--- src/rtl/sbus_frame_ctrl_pkg.sv ---
// Shared constants, state encoding and helpers for the S.BUS frame decoder.
package sbus_frame_ctrl_pkg;

    localparam logic [7:0] SBUS_HEADER      = 8'h0F;
    localparam int         SBUS_FRAME_BYTES = 25;
    localparam int         SBUS_NUM_CH      = 16;
    localparam int         SBUS_CH_BITS     = 11;
    localparam int         SBUS_DATA_BYTES  = 23;
    localparam int         SBUS_SHADOW_BITS = SBUS_DATA_BYTES * 8;

    typedef enum logic {
        ST_HUNT    = 1'b0,
        ST_COLLECT = 1'b1
    } sbus_state_e;

    function automatic logic [7:0] sat_inc8(input logic [7:0] value);
        return (value == 8'hFF) ? value : value + 8'd1;
    endfunction

endpackage

--- src/rtl/sbus_frame_ctrl_unpack.sv ---
// Shadow register and channel sequencer: emits one 11-bit channel per cycle,
// then a frame strobe carrying the flag nibble.
module sbus_unpack
    import sbus_frame_ctrl_pkg::*;
(
    input  logic                        clk,
    input  logic                        rst_i,
    input  logic                        start_i,
    input  logic [SBUS_SHADOW_BITS-1:0] frame_bits_i,
    output logic                        busy_o,
    output logic                        ch_valid_o,
    output logic [3:0]                  ch_idx_o,
    output logic [SBUS_CH_BITS-1:0]     ch_data_o,
    output logic                        frame_valid_o,
    output logic [3:0]                  flags_o
);

    logic [SBUS_SHADOW_BITS-1:0] shadow_q;
    logic [4:0]                  cnt_q;
    logic                        active_q;
    logic                        ch_valid_q;
    logic [3:0]                  ch_idx_q;
    logic [SBUS_CH_BITS-1:0]     ch_data_q;
    logic                        frame_valid_q;
    logic [3:0]                  flags_q;

    logic last_step;
    assign last_step = (cnt_q == 5'(SBUS_NUM_CH));

    // NOTE: sequential state uses non-blocking assignments so every register samples pre-edge values.
    always_ff @(posedge clk) begin
        if (rst_i) begin
            active_q      <= 1'b0;
            cnt_q         <= '0;
            ch_valid_q    <= 1'b0;
            ch_idx_q      <= '0;
            ch_data_q     <= '0;
            frame_valid_q <= 1'b0;
            flags_q       <= '0;
        end else begin
            ch_valid_q    <= 1'b0;
            frame_valid_q <= 1'b0;
            if (start_i) begin
                // Channel 0 is emitted straight from the incoming frame so it lands one cycle after the footer.
                active_q   <= 1'b1;
                cnt_q      <= 5'd1;
                ch_valid_q <= 1'b1;
                ch_idx_q   <= '0;
                ch_data_q  <= frame_bits_i[SBUS_CH_BITS-1:0];
            end else if (active_q) begin
                if (last_step) begin
                    active_q      <= 1'b0;
                    cnt_q         <= '0;
                    frame_valid_q <= 1'b1;
                    flags_q       <= shadow_q[3:0];
                end else begin
                    ch_valid_q <= 1'b1;
                    ch_idx_q   <= cnt_q[3:0];
                    ch_data_q  <= shadow_q[SBUS_CH_BITS-1:0];
                    cnt_q      <= cnt_q + 5'd1;
                end
            end
        end
    end

    // NOTE: pure data storage is left out of reset; control state alone decides when it is meaningful.
    always_ff @(posedge clk) begin
        if (start_i) begin
            shadow_q <= frame_bits_i >> SBUS_CH_BITS;
        end else if (active_q && !last_step) begin
            shadow_q <= shadow_q >> SBUS_CH_BITS;
        end
    end

    assign busy_o        = active_q;
    assign ch_valid_o    = ch_valid_q;
    assign ch_idx_o      = ch_idx_q;
    assign ch_data_o     = ch_data_q;
    assign frame_valid_o = frame_valid_q;
    assign flags_o       = flags_q;

endmodule

--- src/rtl/sbus_frame_ctrl.sv ---
// S.BUS frame controller: hunts for the header, collects 25 bytes under a
// gap timeout, validates the footer and hands the payload to the unpacker.
module sbus_frame_ctrl
    import sbus_frame_ctrl_pkg::*;
#(
    parameter int         PAYLOAD_BITS = 8,
    parameter int         GAP_CYCLES   = 25000,
    parameter logic [7:0] FOOTER       = 8'h00
) (
    input  logic                    clk,
    input  logic                    sw_0,
    input  logic                    en,
    input  logic [PAYLOAD_BITS-1:0] uart_rx_data,
    input  logic                    uart_rx_valid,
    input  logic                    uart_rx_break,
    output logic                    ch_valid,
    output logic [3:0]              ch_idx,
    output logic [10:0]             ch_data,
    output logic                    frame_valid,
    output logic [3:0]              flags,
    output logic [7:0]              frame_err_cnt,
    output logic                    busy
);

    localparam int GAP_W = $clog2(GAP_CYCLES + 1);

    sbus_state_e                 state_q;
    logic [4:0]                  idx_q;
    logic [GAP_W-1:0]            gap_q;
    logic [7:0]                  err_q;
    logic [7:0]                  buf_q [SBUS_DATA_BYTES];
    logic [SBUS_SHADOW_BITS-1:0] frame_bits;

    logic [7:0] rx_byte;
    logic       byte_fire;
    logic       in_collect;
    logic       last_idx;
    logic       start;
    logic       unpack_busy;

    assign rx_byte    = 8'(uart_rx_data);
    assign byte_fire  = uart_rx_valid && !uart_rx_break;
    assign in_collect = (state_q == ST_COLLECT);
    assign last_idx   = (idx_q == 5'(SBUS_FRAME_BYTES - 1));
    assign start      = in_collect && en && byte_fire && last_idx && (rx_byte == FOOTER);

    always_ff @(posedge clk) begin
        if (sw_0) begin
            state_q <= ST_HUNT;
            idx_q   <= '0;
            gap_q   <= '0;
            err_q   <= '0;
        end else begin
            case (state_q)
                ST_HUNT: begin
                    if (en && byte_fire && rx_byte == SBUS_HEADER) begin
                        state_q <= ST_COLLECT;
                        idx_q   <= 5'd1;
                        gap_q   <= '0;
                    end
                end
                ST_COLLECT: begin
                    if (!en) begin
                        state_q <= ST_HUNT;
                        idx_q   <= '0;
                        gap_q   <= '0;
                    end else if (uart_rx_break) begin
                        state_q <= ST_HUNT;
                        idx_q   <= '0;
                        gap_q   <= '0;
                        err_q   <= sat_inc8(err_q);
                    end else if (uart_rx_valid) begin
                        gap_q <= '0;
                        if (last_idx) begin
                            state_q <= ST_HUNT;
                            idx_q   <= '0;
                            if (rx_byte != FOOTER) begin
                                err_q <= sat_inc8(err_q);
                            end
                        end else begin
                            idx_q <= idx_q + 5'd1;
                        end
                    end else if (gap_q == GAP_W'(GAP_CYCLES - 1)) begin
                        // The timeout edge lands exactly GAP_CYCLES edges after the last accepted byte.
                        state_q <= ST_HUNT;
                        idx_q   <= '0;
                        gap_q   <= '0;
                        err_q   <= sat_inc8(err_q);
                    end else begin
                        gap_q <= gap_q + GAP_W'(1);
                    end
                end
                default: state_q <= ST_HUNT;
            endcase
        end
    end

    always_ff @(posedge clk) begin
        if (in_collect && en && byte_fire && !last_idx) begin
            buf_q[idx_q - 5'd1] <= rx_byte;
        end
    end

    // Byte j+1 of the frame occupies frame bits [8j+7:8j], LSB first.
    for (genvar j = 0; j < SBUS_DATA_BYTES; j++) begin : g_flat
        assign frame_bits[8*j +: 8] = buf_q[j];
    end

    sbus_unpack u_unpack (
        .clk           (clk),
        .rst_i         (sw_0),
        .start_i       (start),
        .frame_bits_i  (frame_bits),
        .busy_o        (unpack_busy),
        .ch_valid_o    (ch_valid),
        .ch_idx_o      (ch_idx),
        .ch_data_o     (ch_data),
        .frame_valid_o (frame_valid),
        .flags_o       (flags)
    );

    assign frame_err_cnt = err_q;
    assign busy          = in_collect || unpack_busy;

endmodule
--- config.mk ---
export PLATFORM = sky130hd
export DESIGN_NAME = sbus_frame_ctrl
export DESIGN_NICKNAME = d
export VERILOG_FILES = /design/src/rtl/sbus_frame_ctrl_pkg.sv /design/src/rtl/sbus_frame_ctrl_unpack.sv /design/src/rtl/sbus_frame_ctrl.sv
export SDC_FILE = /design/constraint.sdc
export NUM_CORES = 1
export LEC_CHECK = 0
export ABC_AREA = 1
export CAP_MARGIN = 20
export CORE_MARGIN = 2
export CORE_UTILIZATION = 50
export DETAILED_ROUTE_END_ITERATION = 6
export GPL_ROUTABILITY_DRIVEN = 0
export GPL_TIMING_DRIVEN = 0
export PLACE_DENSITY_LB_ADDON = 0.1
export SYNTH_ARGS = -nofsm -noshare
export SYNTH_HDL_FRONTEND = slang
export SYNTH_SLANG_ARGS = --single-unit
--- constraint.sdc ---
create_clock -name clk -period 11.8 [get_ports clk]
set_clock_uncertainty 0.15 [all_clocks]
set_input_delay 2.95 -clock clk [delete_from_list [all_inputs] [get_ports clk]]
set_output_delay 2.95 -clock clk [all_outputs]
set_load 0.05 [all_outputs]
==> results of run 1 <==
[cell usage in the layout (no fill, tap or decap), types with 15 or more instances in the layout]
| master | n |
|---|---|
| clkbuf_1 | 22 |
| clkbuf_16 | 45 |
| nor2_1 | 100 |
| o21ai_0 | 17 |
| inv_1 | 61 |
| edfxtp_1 | 357 |
| dfxtp_1 | 55 |
| clkdlybuf4s50_1 | 33 |
| nand3_1 | 31 |
| nand2_1 | 585 |
| nand4_1 | 15 |
| a21oi_1 | 23 |
| buf_2 | 31 |
[critical path: cells and delay by family]
family | cells | cell delay [ns]
simple gates | 5 | 0.68
buf+inv | 6 | 1.78
[registers in the layout (all words and copies together), names as in the netlist]
register / count
buf_q: 184
u_unpack.shadow_q: 173
gap_q: 15
u_unpack.ch_data_o: 11
frame_err_cnt: 8
idx_q: 5
u_unpack.cnt_q: 5
u_unpack.ch_idx_o: 4
u_unpack.flags_o: 4
in_collect: 1
u_unpack.busy_o: 1
u_unpack.frame_valid_o: 1
[per-stage QoR]
stage / instances / util
floorplan: 1349 / -
global placement: 1792 / 0.5343
detailed placement: 1793 / 0.5342
CTS: 1870 / 0.5762
global route: 1870 / 0.5762
finish: 1870 / 0.5762
[path summary, 6_finish.rpt]
kind,to,slack [ns],cells past startpoint
worst max-delay path,u_unpack.shadow_q[99],6.27,11
worst min-delay path,u_unpack.ch_idx_o[1],0.31,2
worst min register to register,u_unpack.ch_idx_o[1],0.31,2
worst max register to register,u_unpack.shadow_q[99],8.50,10
[routing by layer]
metal,part of all wire,GRT usage
met5,0,0
met4,0.017,0.04903
met3,0.049,0.03073
met2,0.47,0.3205
met1,0.46,0.2791
[report_power, final]
part | internal [W] | switching [W]
clock network | 0.000745 | 0.000527
logic | 0.00000367 | 0.0000237
registers | 0.00157 | 0.0000000142
total | 0.00232 | 0.000551
[logic make-up (layout without fill, tap and decap cells)]
kind of cell	Yosys count	count (layout)	share of synthesized area
and+or+nand+nor	748	748	0.1843
AOI/OAI and AO/OA	52	52	0.01988
buffers and inverters	112	231	0.03455
adders and majority gates	9	9	0.007100
xor gates and xnor gates	16	16	0.008836
DFF	412	412	0.7453
[layout make-up]
class	count	area, µm²
plain buffers	48	306.5
clock buffers	58	1185
clock inverters	19	135.1
fillers	2586	13300
inverters	64	249.0
multi-input cells	825	3491
flip-flops and latches	412	11820
well taps	402	503.0
repair buffers	42	397.9
==> impl_metrics.tcl, run 1 <==
set metrics [dict create \
    num_rows 65 \
    synth_top_area_cell "edfxtp_1" \
    syn_area_per_cell_um2 11.76 \
    pin_count 43 \
    syn_nets 1371 \
    dp_hpwl_um 18950 \
    yosysSeqAreaShare 0.7453 \
    max_cap_viol_count 0 \
    synth.distinct_cells 29 \
    grt_max_degree 91 \
    synthToLayoutAreaGrowth_pct 14.05 \
    peakVddDrop_mv 0.1329 \
    crit_fanout 90 \
    drt-wirelength-per-cell_um 16.93 \
    routed_wirelength_um 31660 \
    synth_area_mm2 0.01586 \
    numCtsBuffers 43 \
    pre_cts_ws_ns 5.679 \
    avgViaCountPerCell 5.069 \
    drc 0 \
    reg2reg_from "idx_q[0]" \
    grt_pass1_wl_um 50360 \
    numPortBuffers 41 \
    slowest_delay_ns 0.52 \
    finalHoldViolCount 0 \
    period_share 0.4685 \
    clock_sinks 412 \
    synth_top_area_frac 0.6759 \
    synthCells 1349 \
    die_area_mm2 0.03316 \
    path_cells "clkdlybuf4s50_1 -> nand2_1 -> nor2_2 -> inv_2 -> nor2_1 -> nand2_2 -> clkinv_2 -> buf_4 -> nor2_1 -> inv_8 -> buf_16" \
    cts_tree "yes" \
    cts.path.max_buffers 3 \
    critPathLaunch "uart_rx_valid" \
    hold_slack_ns 0.3099 \
    postCtsSetupBuffers 0 \
    finalSetupViolCount 0 \
    die_h_um 182.1 \
    clk_latency_ns 0.54 \
    drive_above_1_share 0.07629 \
    ctsResizeCount 0 \
    grt_pass1_vias 9262 \
    fmax_mhz 180.9 \
    powerDensity_mw_per_mm2 158.6 \
    synthTopCellsByCount "nand2_1, edfxtp_1, nor2_1, inv_1, dfxtp_1" \
    antenna_found_initial 1 \
    dr_total_vias 9479 \
    timing.setup.critical_path_class "in2reg" \
    tns_ns 0 \
    worstPathArrival_ns 5.54 \
    synthTopCellsByArea "edfxtp_1, nand2_1, dfxtp_1" \
    grt_usage 0.1963 \
    first_pass_iters 7 \
    ant_nets 0 \
    die_w_um 182.1 \
    cts_root_buffer "clkbuf_16" \
    leakage_nw 6.294 \
    synth_edf_count 357 \
    yosysMostFrequentCell "nand2_1" \
    antenna_cells 0 \
    finalCriticalPeriod_ns 5.528 \
    max_slew.worst_pin.slew_ns 0.9918 \
    clk_pin_slew_ns 0.05 \
    overflow 0 \
    postSynth.asyncResetShare 0 \
    start_util 0.5052 \
    cts.htree.levels 2 \
    worstHoldStart "u_unpack.ch_idx_o[1]" \
    ys_seq_elements 412 \
    required_ns 11.81 \
    end_kind "register" \
    hold_path.class "reg2reg" \
    drt_iter0_markers 643 \
    stdcell_area_mm2 0.01809 \
    dpl-instance-area_mm2 0.01677 \
    timing.critical_path.mode_cell "nor2_1" \
    finalPower_w 0.002869 \
    yosys_warnings 0 \
    cts_hold_buffers 0 \
    rsz0062_at_grt "no" \
    critPathLaunchType "input pin" \
    drv_slew 0 \
    crit_slowest_cell "clkdlybuf4s50_1" \
    setup_ws_ns 6.272 \
    slew_headroom 0.3363 \
    ys.flop_type "edfxtp_1" \
    coreArea_mm2 0.03139 \
    layout.nets 1458 \
    status "complete, no violations" \
]
Note: power is estimated with default switching activity, not from simulation.
==> inputs of run 2 (changes only) <==
==> constraint.sdc (replaced) <==
create_clock -name clk -period 4.85 [get_ports clk]
set_clock_uncertainty 0.15 [all_clocks]
set_input_delay 1.2125 -clock clk [delete_from_list [all_inputs] [get_ports clk]]
set_output_delay 1.2125 -clock clk [all_outputs]
set_load 0.05 [all_outputs]
==> run 2 against run 1 <==
Sequential share of layout area down 0.44 points. Flip-flop and latch count unchanged. Clock power up 150%. Utilization up 0.39 points. Hold slack better by 0.0030 ns. Sequential power up 140%. Cell area up 0.67%. Critical path depth up 3. Clock-buffer cell count down 5. Worst setup slack worse by 5.5 ns. Non-clock buffer count up 3. Critical path type unchanged.
==> impl_metrics.tcl, run 2 (same netlist as run 1, synthesis figures left out) <==
set metrics [dict create \
    stdcell_count 1871 \
    synthToLayoutAreaGrowth_pct 14.82 \
    fmax_mhz 243.8 \
    reg2reg_depth 12 \
    n_fill_cell 2581 \
    end_kind "register" \
    ant_nets 0 \
    powerDensity_mw_per_mm2 387.7 \
    finalSetupViolCount 0 \
    cts.path.max_buffers 3 \
    overflow 0 \
    num_rows 65 \
    coreArea_mm2 0.03139 \
    drt-wirelength-per-cell_um 17.38 \
    rr_endpoint "u_unpack.shadow_q[151]" \
    die_w_um 182.1 \
    drive_above_1_share 0.08509 \
    pin_count 43 \
    finalCriticalPeriod_ns 4.101 \
    setup_ws_ns 0.7490 \
    worstSetupEndpoint "u_unpack.shadow_q[151]" \
    grt_max_degree 42 \
    critPathLaunch "uart_rx_break" \
    rsz0062_at_grt "no" \
    crit_cells 14 \
    finalHoldViolCount 0 \
    die_h_um 182.1 \
    slowest_delay_ns 0.68 \
    grt_usage 0.2003 \
    timing.critical_path.mode_cell "buf_12" \
    drt_iter0_markers 671 \
    period_share 0.8456 \
    cts_root_buffer "clkbuf_16" \
    cp_num_buf_inv 9 \
    path_cells "clkdlybuf4s50_1 -> inv_12 -> nand2_4 -> nor2_4 -> inv_2 -> nor2_2 -> nand2_2 -> clkinv_4 -> buf_6 -> nor2_4 -> clkinvlp_4 -> buf_12 -> buf_12 -> buf_12" \
    pre_cts_ws_ns 0.1524 \
    cts_hold_buffers 0 \
    ctsResizeCount 0 \
    post-route-util 0.5801 \
    drv_slew 0 \
    peakVddDrop_mv 0.2974 \
    max_cap_viol_count 0 \
    die_area_mm2 0.03316 \
    required_ns 4.96 \
    crit_slowest_cell "clkdlybuf4s50_1" \
    largest_reg_flops 184 \
    critPathLaunchType "input pin" \
    clock_sinks 412 \
    grt_pass1_vias 9321 \
    max_slew.worst_pin.slew_ns 0.8689 \
    numCtsBuffers 43 \
    dr_total_vias 9535 \
    hold_path.class "reg2reg" \
    slew_headroom 0.4186 \
    worstPathArrival_ns 4.21 \
    status "complete, no violations" \
    antenna_cells 0 \
    reg_top3 "buf_q x184, u_unpack.shadow_q x173, gap_q x15" \
    dp_hpwl_um 19910 \
    timing.setup.critical_path_class "in2reg" \
    cts_tree "yes" \
    first_pass_iters 6 \
    layout.nets 1461 \
    avgViaCountPerCell 5.096 \
    numPortBuffers 41 \
    antenna_found_initial 0 \
    ff2ff_setup_slack_ns 1.31 \
    clk_pin_slew_ns 0.06 \
    leakage_nw 6.343 \
    postCtsSetupBuffers 0 \
    dp.cells 1796 \
    finalPower_w 0.007060 \
    cts.htree.levels 2 \
    reg2reg_from "idx_q[0]" \
    routed_wirelength_um 32530 \
    top_register "buf_q" \
    start_util 0.5052 \
    layout_common_cells "nand2_1, edfxtp_1, nor2_1" \
    layout.cells.most_common "nand2_1" \
    critPathTopFamily "buffers and inverters" \
    clk_latency_ns 0.52 \
    crit_fanout 41 \
    drc 0 \
    grt_pass1_wl_um 51380 \
]
## run 2: worst min-delay path by stage
stage | startpoint | end | slack (ns) | cells past startpoint
final | u_unpack.ch_idx_o[3] | u_unpack.ch_idx_o[3] | 0.31 | 2
after global routing | u_unpack.ch_idx_o[3] | u_unpack.ch_idx_o[3] | 0.34 | 2
after CTS | u_unpack.ch_idx_o[2] | u_unpack.ch_idx_o[2] | 0.31 | 2
after detailed placement | u_unpack.ch_idx_o[2] | u_unpack.ch_idx_o[2] | 0.31 | 2
after global placement | u_unpack.ch_idx_o[3] | u_unpack.ch_idx_o[3] | 0.30 | 2
after floorplan | buf_q[0][0] | u_unpack.ch_data_o[0] | 0.30 | 2
## run 2: stage by stage
step	area, µm²	hold slack (ns)	setup TNS, ns
floorplan	15910	0.2975	-20.64
global placement	16820	0.3010	-588.36
detailed placement	16860	0.3081	0
CTS	18210	0.3141	0
global route	18210	0.3436	0
finish	18210	0.3129	0
## run 2: power by group
part	switching [W]	internal, W
combinational	0.0000614	0.00000966
clock	0.00129	0.00188
sequential	0.0000000383	0.00382
## run 2: final cells by class
| type | instances | area (µm²) | area share |
|---|---|---|---|
| tap | 402 | 503.0 | 0.02762 |
| multi-input combinational | 825 | 3516 | 0.1931 |
| clock inverter | 22 | 203.9 | 0.01120 |
| clock buffer | 53 | 1144 | 0.06280 |
| timing repair buffer | 45 | 450.4 | 0.02474 |
| inverter | 64 | 261.5 | 0.01436 |
| sequential | 412 | 11820 | 0.6492 |
| buffer | 48 | 310.3 | 0.01704 |
## run 2: tightest hold or removal path: cells and delay by family (launching register included)
family | cells | cell delay, ns
DFF | 1 | 0.31
and+or+nand+nor | 1 | 0.06
AOI/OAI and AO/OA | 1 | 0.05
## run 2: metal layers
| metal | up-vias | track usage | wire length (µm) |
|---|---|---|---|
| li1 | 4681 | - | - |
| met5 | - | 0 | 0 |
| met2 | 196 | 0.3237 | 15120 |
| met3 | 46 | 0.02854 | 1354 |
| met1 | 4612 | 0.2923 | 15520 |
| met4 | 0 | 0.04419 | 528 |
